### config.mk
export PLATFORM = sky130hd
export DESIGN_NAME = serial_adder_ctrl
export DESIGN_NICKNAME = d
export VERILOG_FILES = /design/src/rtl/serial_adder_ctrl.sv
export SDC_FILE = /design/constraint.sdc
export NUM_CORES = 1
export LEC_CHECK = 0
export CELL_PAD_IN_SITES_DETAIL_PLACEMENT = 2
export CELL_PAD_IN_SITES_GLOBAL_PLACEMENT = 2
export CORE_MARGIN = 5
export CORE_UTILIZATION = 37
export CTS_BUF_LIST = sky130_fd_sc_hd__clkbuf_4 sky130_fd_sc_hd__clkbuf_8
export DETAILED_ROUTE_END_ITERATION = 6
export PLACE_DENSITY = 0.93
export SLEW_MARGIN = 20
export SYNTH_ARGS = -nofsm -noshare
export SYNTH_HDL_FRONTEND = slang
export SYNTH_SLANG_ARGS = --single-unit
### constraint.sdc
create_clock -name clk -period 4.1 [get_ports clk]
set_input_delay 0.41 -clock clk [delete_from_list [all_inputs] [get_ports clk]]
set_output_delay 0.41 -clock clk [all_outputs]
set_load 0.01 [all_outputs]
### src/rtl/serial_adder_ctrl.sv
// Bit-serial adder controller: one full-adder cell walks a WIDTH-bit operand
// pair LSB first, one bit per clock, behind a start/busy/done handshake.
// Results (sum, cout, ovf) are registered and change only on completion.

// Single-bit full adder cell reused for every bit position.
module full_adder (
  input  logic x,
  input  logic y,
  input  logic ci,
  output logic s,
  output logic co
);
  assign s  = x ^ y ^ ci;
  assign co = (x & y) | (ci & (x ^ y));
endmodule

module serial_adder_ctrl #(
  parameter  int WIDTH = 8,
  localparam int CNT_W = $clog2(WIDTH + 1)
) (
  input  logic             clk,
  input  logic             reset,
  input  logic             start,
  input  logic [WIDTH-1:0] a,
  input  logic [WIDTH-1:0] b,
  input  logic             cin,
  output logic             busy,
  output logic             done,
  output logic [WIDTH-1:0] sum,
  output logic             cout,
  output logic             ovf
);

  typedef enum logic [1:0] {IDLE, RUN, DONE} state_t;

  state_t           state, nstate;
  logic [WIDTH-1:0] a_sh, b_sh, sum_sh;
  logic             carry;
  logic [CNT_W-1:0] cnt;
  logic             fa_s, fa_co;
  logic             accept, last;

  // start is honoured in IDLE and in the single DONE cycle, never in RUN
  assign accept = start && (state != RUN);
  assign last   = (state == RUN) && (cnt == CNT_W'(WIDTH - 1));

  full_adder u_fa (
    .x  (a_sh[0]),
    .y  (b_sh[0]),
    .ci (carry),
    .s  (fa_s),
    .co (fa_co)
  );

  // State register
  always_ff @(posedge clk or posedge reset) begin
    if (reset) state <= IDLE;
    else       state <= nstate;
  end

  // Next-state logic; DONE always leaves after one cycle
  always_comb begin
    nstate = state;
    case (state)
      IDLE:    if (start) nstate = RUN;
      RUN:     if (last)  nstate = DONE;
      DONE:    nstate = start ? RUN : IDLE;
      default: nstate = IDLE;
    endcase
  end

  // Handshake outputs are pure decodes of the state register
  always_comb begin
    busy = 1'b0;
    done = 1'b0;
    case (state)
      RUN:     busy = 1'b1;
      DONE:    done = 1'b1;
      default: ;
    endcase
  end

  // Operand capture, per-bit shifting and result commit on the last bit
  always_ff @(posedge clk or posedge reset) begin
    if (reset) begin
      a_sh   <= '0;
      b_sh   <= '0;
      sum_sh <= '0;
      carry  <= 1'b0;
      cnt    <= '0;
      sum    <= '0;
      cout   <= 1'b0;
      ovf    <= 1'b0;
    end else if (accept) begin
      a_sh  <= a;
      b_sh  <= b;
      carry <= cin;
      cnt   <= '0;
    end else if (state == RUN) begin
      a_sh   <= a_sh >> 1;
      b_sh   <= b_sh >> 1;
      sum_sh <= {fa_s, sum_sh[WIDTH-1:1]};
      carry  <= fa_co;
      cnt    <= cnt + CNT_W'(1);
      if (last) begin
        // carry still holds the carry into the MSB at this point
        sum  <= {fa_s, sum_sh[WIDTH-1:1]};
        cout <= fa_co;
        ovf  <= carry ^ fa_co;
      end
    end
  end

endmodule

# Yosys cells after proc, flatten, opt, wreduce, memory -nomap -nowiden
# Index checks and enable logic that the tools add are counted.
# op_classes
add_sub_neg	1
n_eq_ne	6
mux	14
n_bitwise	7
n_reduce_logical	7
# op_table
op	count
2-to-1 mux 8 bit	4
2-to-1 mux 4 bit	2
one-hot mux 2 bit (3 select lines)	1
2-to-1 mux 1 bit	5
adder 4 x 1 -> 4 bit (second input constant)	1
equality test 4 x 3 -> 1 bit (second input constant)	1
2-to-1 mux 2 bit	2
inequality test 2 bit (second input constant)	2
AND reduction 2 bit	2
AND reduction 3 bit	1
bitwise XOR 1 bit	3
AND 1 bit	2
equality test 2 x 1 -> 1 bit (second input constant)	1
equality test 2 bit (second input constant)	1
logical AND 1 bit	2
zero test 2 bit	1
inequality test 2 x 1 -> 1 bit (second input constant)	1
nonzero test 2 bit	1
NOT 1 bit	1
bitwise OR 1 bit	1
# totals
regBits	41
input_bits	20
output_inout_bits	12
wordCells	44

# Logic depth before layout (Yosys ltp)
# depth
word_depth	5
ltp_mapped	5
mapped_depth_nobuf	4

# Modules after synthesis
# Synthesis repeated with hierarchy kept, for this count alone.
# hier_totals
cells_unflattened	153
area_unflattened_um2	1732.9
# by_module_without_submodules
module	n_inst	cells_per_inst	area_each_um2	seq_area_each_um2
serial_adder_ctrl	1	152	1712.9	1001.0
full_adder	1	1	20.0	0.0

# Least setup slack after synthesis
# No wires, ideal clock.
# synth_timing
path_type	register -> register
from	register carry
to	register ovf
setup_time_ns	0.125
arrival_ns	1.252
required_ns	3.975
slack_ns	2.724
path_stages_with_launch	4
n_path_buf	0
synth_period_minus_slack_ns	1.376
path_cell_list	dfrtp_1 fa_1 xor2_1 mux2_2
# synth_via
elab_chain_cells	3
# synth_rtl
element	line_no	text
from (decl)	38	logic carry;
from (signal assigned)	97	carry <= cin;
from (signal assigned)	103	carry <= fa_co;
AND 1 bit	14	assign co = (x & y) | (ci & (x ^ y));
bitwise OR 1 bit	14	
named net fa_co	40	logic fa_s, fa_co;
bitwise XOR 1 bit	109	ovf <= carry ^ fa_co;
to (signal assigned)	109	
to (decl)	31	output logic ovf
# The timed path passes the listed nets, and every way through them passes these cells.
# A chain may end at the register's enable or synchronous reset.

# Worst setup path in the final report
# layout_timing
from	register state[1]
to	output port busy
# layout_via
elab_chain_cells	2
# layout_rtl
element	line_no	text
from (decl)	36	state_t state, nstate;
from (signal assigned)	58	else state <= nstate;
equality test 2 x 1 -> 1 bit	76	case (state)
2-to-1 mux 1 bit	76	
to (decl)	27	output logic busy,
# No other way between the ends.

==> metrics.txt <==
Yosys top cell area share=57.8%; CP Cell Sequence=nand2b_4, inv_2, clkdlybuf4s50_1; die width=78.4 µm; Final GP Congestion=0.731; DRT iter0 DRCs=29; grt total ovfl=0; diode count=0; NumNets Final=approximately 210; Post-synth EDFFs=0; Hold Buf Count CTS=0; Logic pwr share=between 30% and 40%; Internal=approximately 0.0010 W; initial antenna violation count=0; mux cell area share after synthesis=17.5%; post-route cell area=around 0.0022 mm²; Hold Crit Class=in -> async; critical path capture point type=primary output; Syn Std Cell Area=0.00173 mm²; Synth Warn #=0; fmax=397 MHz; latest clock arrival within the worst-skew pair=0.29 ns; die area=0.00615 mm²; FF-to-FF setup slack=2.35 ns; ANT nets after route=0; CTS tree=done; XOR/XNOR Fraction of Synth Area=0.505%; reg2reg start=state[1]; maximum VDD drop=about 0.00031 V; r2r worst-path depth=4; final worst-path cycle share=61.5%; Adder-Cell Fraction of Synth Area=1.88%; H-tree level count=2; Crit Path Category=reg -> out; Avg Cell Area, Syn=11.3 µm²; Clock Sinks=40; area grow syn2layout=25.5%; final wirelength=4330 µm; DRT Pass-1 Iters=4; FP Rows=24; Seq/Total Area, Yosys=between 50% and 60%; layout cells sized above 1=12.4%; Clk network pwr share=20.6%; drc violations=0; top post-synthesis cells by area=dfrtp_1, mux2i_1, nand2_1; Slew headroom=between 20 and 30%; vias in the first global route=roughly 1.5k; total number of vias=1225; Max-Cap Viols=0; Global Route Usage Sum=15.8%; status=finished, final reports clean; Flop pwr share=43.8%; number of CTS-inserted buffers=5; worst path arrival time=~2.1 ns; Simple-Gate Fraction of Synth Area=13.1%; Placement Cell Area=0.00206 mm²; clock root cell=clkbuf_8; worst clock skew=0.00833 ns; pwr/cell area=slightly above 700 mW/mm²; Slowest-stage cell, CP=clkdlybuf4s50_1; switching pwr=roughly 0.00057 W; Core Area=0.00444 mm²; post-cts gate resize count=0; largest net degree at the start of global routing=47; Final HPWL DP=~3000 µm; CTS Buffer Depth=2; Synth async-reset ratio=100%; critical path peak fanout=46; setup bufs post-CTS=0; Post-Synthesis Cells=153; unique cell type count in the Yosys netlist=21; post-synth top area cell=dfrtp_1; largest family of logic cells by synthesized area=multiplexers; I/O pin count=32; Worst path max stage delay=around 0.67 ns; Vias/cell=5.17; crit path time final=between 2 and 3 ns; Die Y=78.4 µm; Net Count, Synth=roughly 180; Final Hold Fails=0; Crit path required time=3.69 ns; # port buffers=31; Setup TNS=0 ns; first-pass GRT wire length=about 7400 µm; Setup crit start kind=flip-flop; Final Setup Violations=0; RSZ-0062 raised after global routing=false; R2R Path End=cnt[2]; Sw Ratio=35.9%; WL/cell=18.3 µm; #FFs+latches synth=40; Worst-Margin Slew=around 1.1 ns; Starting Density=roughly two fifths; Fillers=450; Synth Area in Compound Gates=5.49%; Leak=about 1.0 nW; Final Slew Violations=0; Clock transition at path regs=0.08 ns; main flop type after synthesis=dfrtp_1
==> final cells by class <==
type / count / area [µm²] / area share (%)
Sequential cell: 40 / 1000 / 46.0
Multi-Input combinational cell: 102 / 668 / 30.7
Clock inverter: 3 / 42.5 / 1.96
Inverter: 3 / 11.3 / 0.518
Timing Repair Buffer: 32 / 318 / 14.6
Clock buffer: 5 / 68.8 / 3.16
Tap cell: 52 / 65.1 / 2.99
==> how the worst max path moves through the flow <==
stage	slack [ns]	cells after the start	start	endpoint
2_1_floorplan	2.72	3	carry	ovf
3_3_place_gp	1.96	3	state[1]	busy
3_5_place_dp	1.83	4	start	cnt[0]
4_1_cts	1.56	3	state[1]	busy
5_1_grt	1.45	3	state[1]	busy
6_report	1.58	3	state[1]	busy
==> synth_stat cells, types with 2 or more instances <==
cell	number
buf_2	3
buf_6	2
clkbuf_1	2
dfrtp_1	40
inv_1	2
mux2_2	11
mux2i_1	18
nand2_1	40
nand3_1	4
nor2_1	2
o21ai_0	19
==> logic make-up (layout without fill, tap and decap cells) <==
family / count (synthesis) / after routing
compound gates: 19 / 19
xor+xnor: 1 / 1
fa+ha+maj: 2 / 2
buf+inv: 11 / 43
flops: 40 / 40
mux: 29 / 29
simple gates: 51 / 51
==> power by group through the flow <==
stage / combinational (W) / sequential, W / clock, W
floorplan: 0.000331 / 0.000681 / 0
global placement: 0.000519 / 0.000677 / 0
detailed placement: 0.000574 / 0.000695 / 0
CTS: 0.000581 / 0.000692 / 0.000332
global route: 0.000633 / 0.000711 / 0.000350
finish: 0.000561 / 0.000690 / 0.000324
==> critical path, delay by kind of cell, from the launching register on <==
kind,cells,cell delay [ns]
buffers and inverters,2,1.21
AND/OR/NAND/NOR,1,0.22
flip-flops,1,0.38
==> per-stage QoR <==
stage               std cells  util, %  total power, W  setup WS [ns]  hold WS [ns]
CTS                       237     48.9         0.00160           1.56         0.416
global placement          229     46.4         0.00120           1.96         0.459
floorplan                 153        -         0.00101           2.72         0.440
global route              237     48.9         0.00169           1.45         0.434
finish                    237     48.9         0.00158           1.58         0.411
detailed placement        229     46.4         0.00127           1.83         0.473
==> state kept, by name, summed over array words and instances, names as in the netlist <==
| register | count |
|---|---|
| a_sh | 8 |
| cnt | 4 |
| state | 2 |
| sum | 8 |
| sum_sh | 7 |
| b_sh | 8 |
| cout | 1 |
| carry | 1 |
| ovf | 1 |
==> placed cells by master, fill, tap and decap left out, types with 2 or more instances in the layout <==
cell	n
clkbuf_8	5
inv_1	2
nor2_1	2
nand2_1	40
clkdlybuf4s50_1	31
mux2_2	11
nand3_1	4
o21ai_0	19
mux2i_1	18
dfrtp_1	40
==> per-layer routing <==
| metal | track usage, % | wire length [µm] |
|---|---|---|
| met1 | 17.3 | 1760 |
| met2 | 28.9 | 2330 |
| met3 | 3.20 | 139 |
| met4 | 7.87 | 92 |
| met5 | 0 | 0 |
No activity file was read; power rests on OpenSTA's default activity.
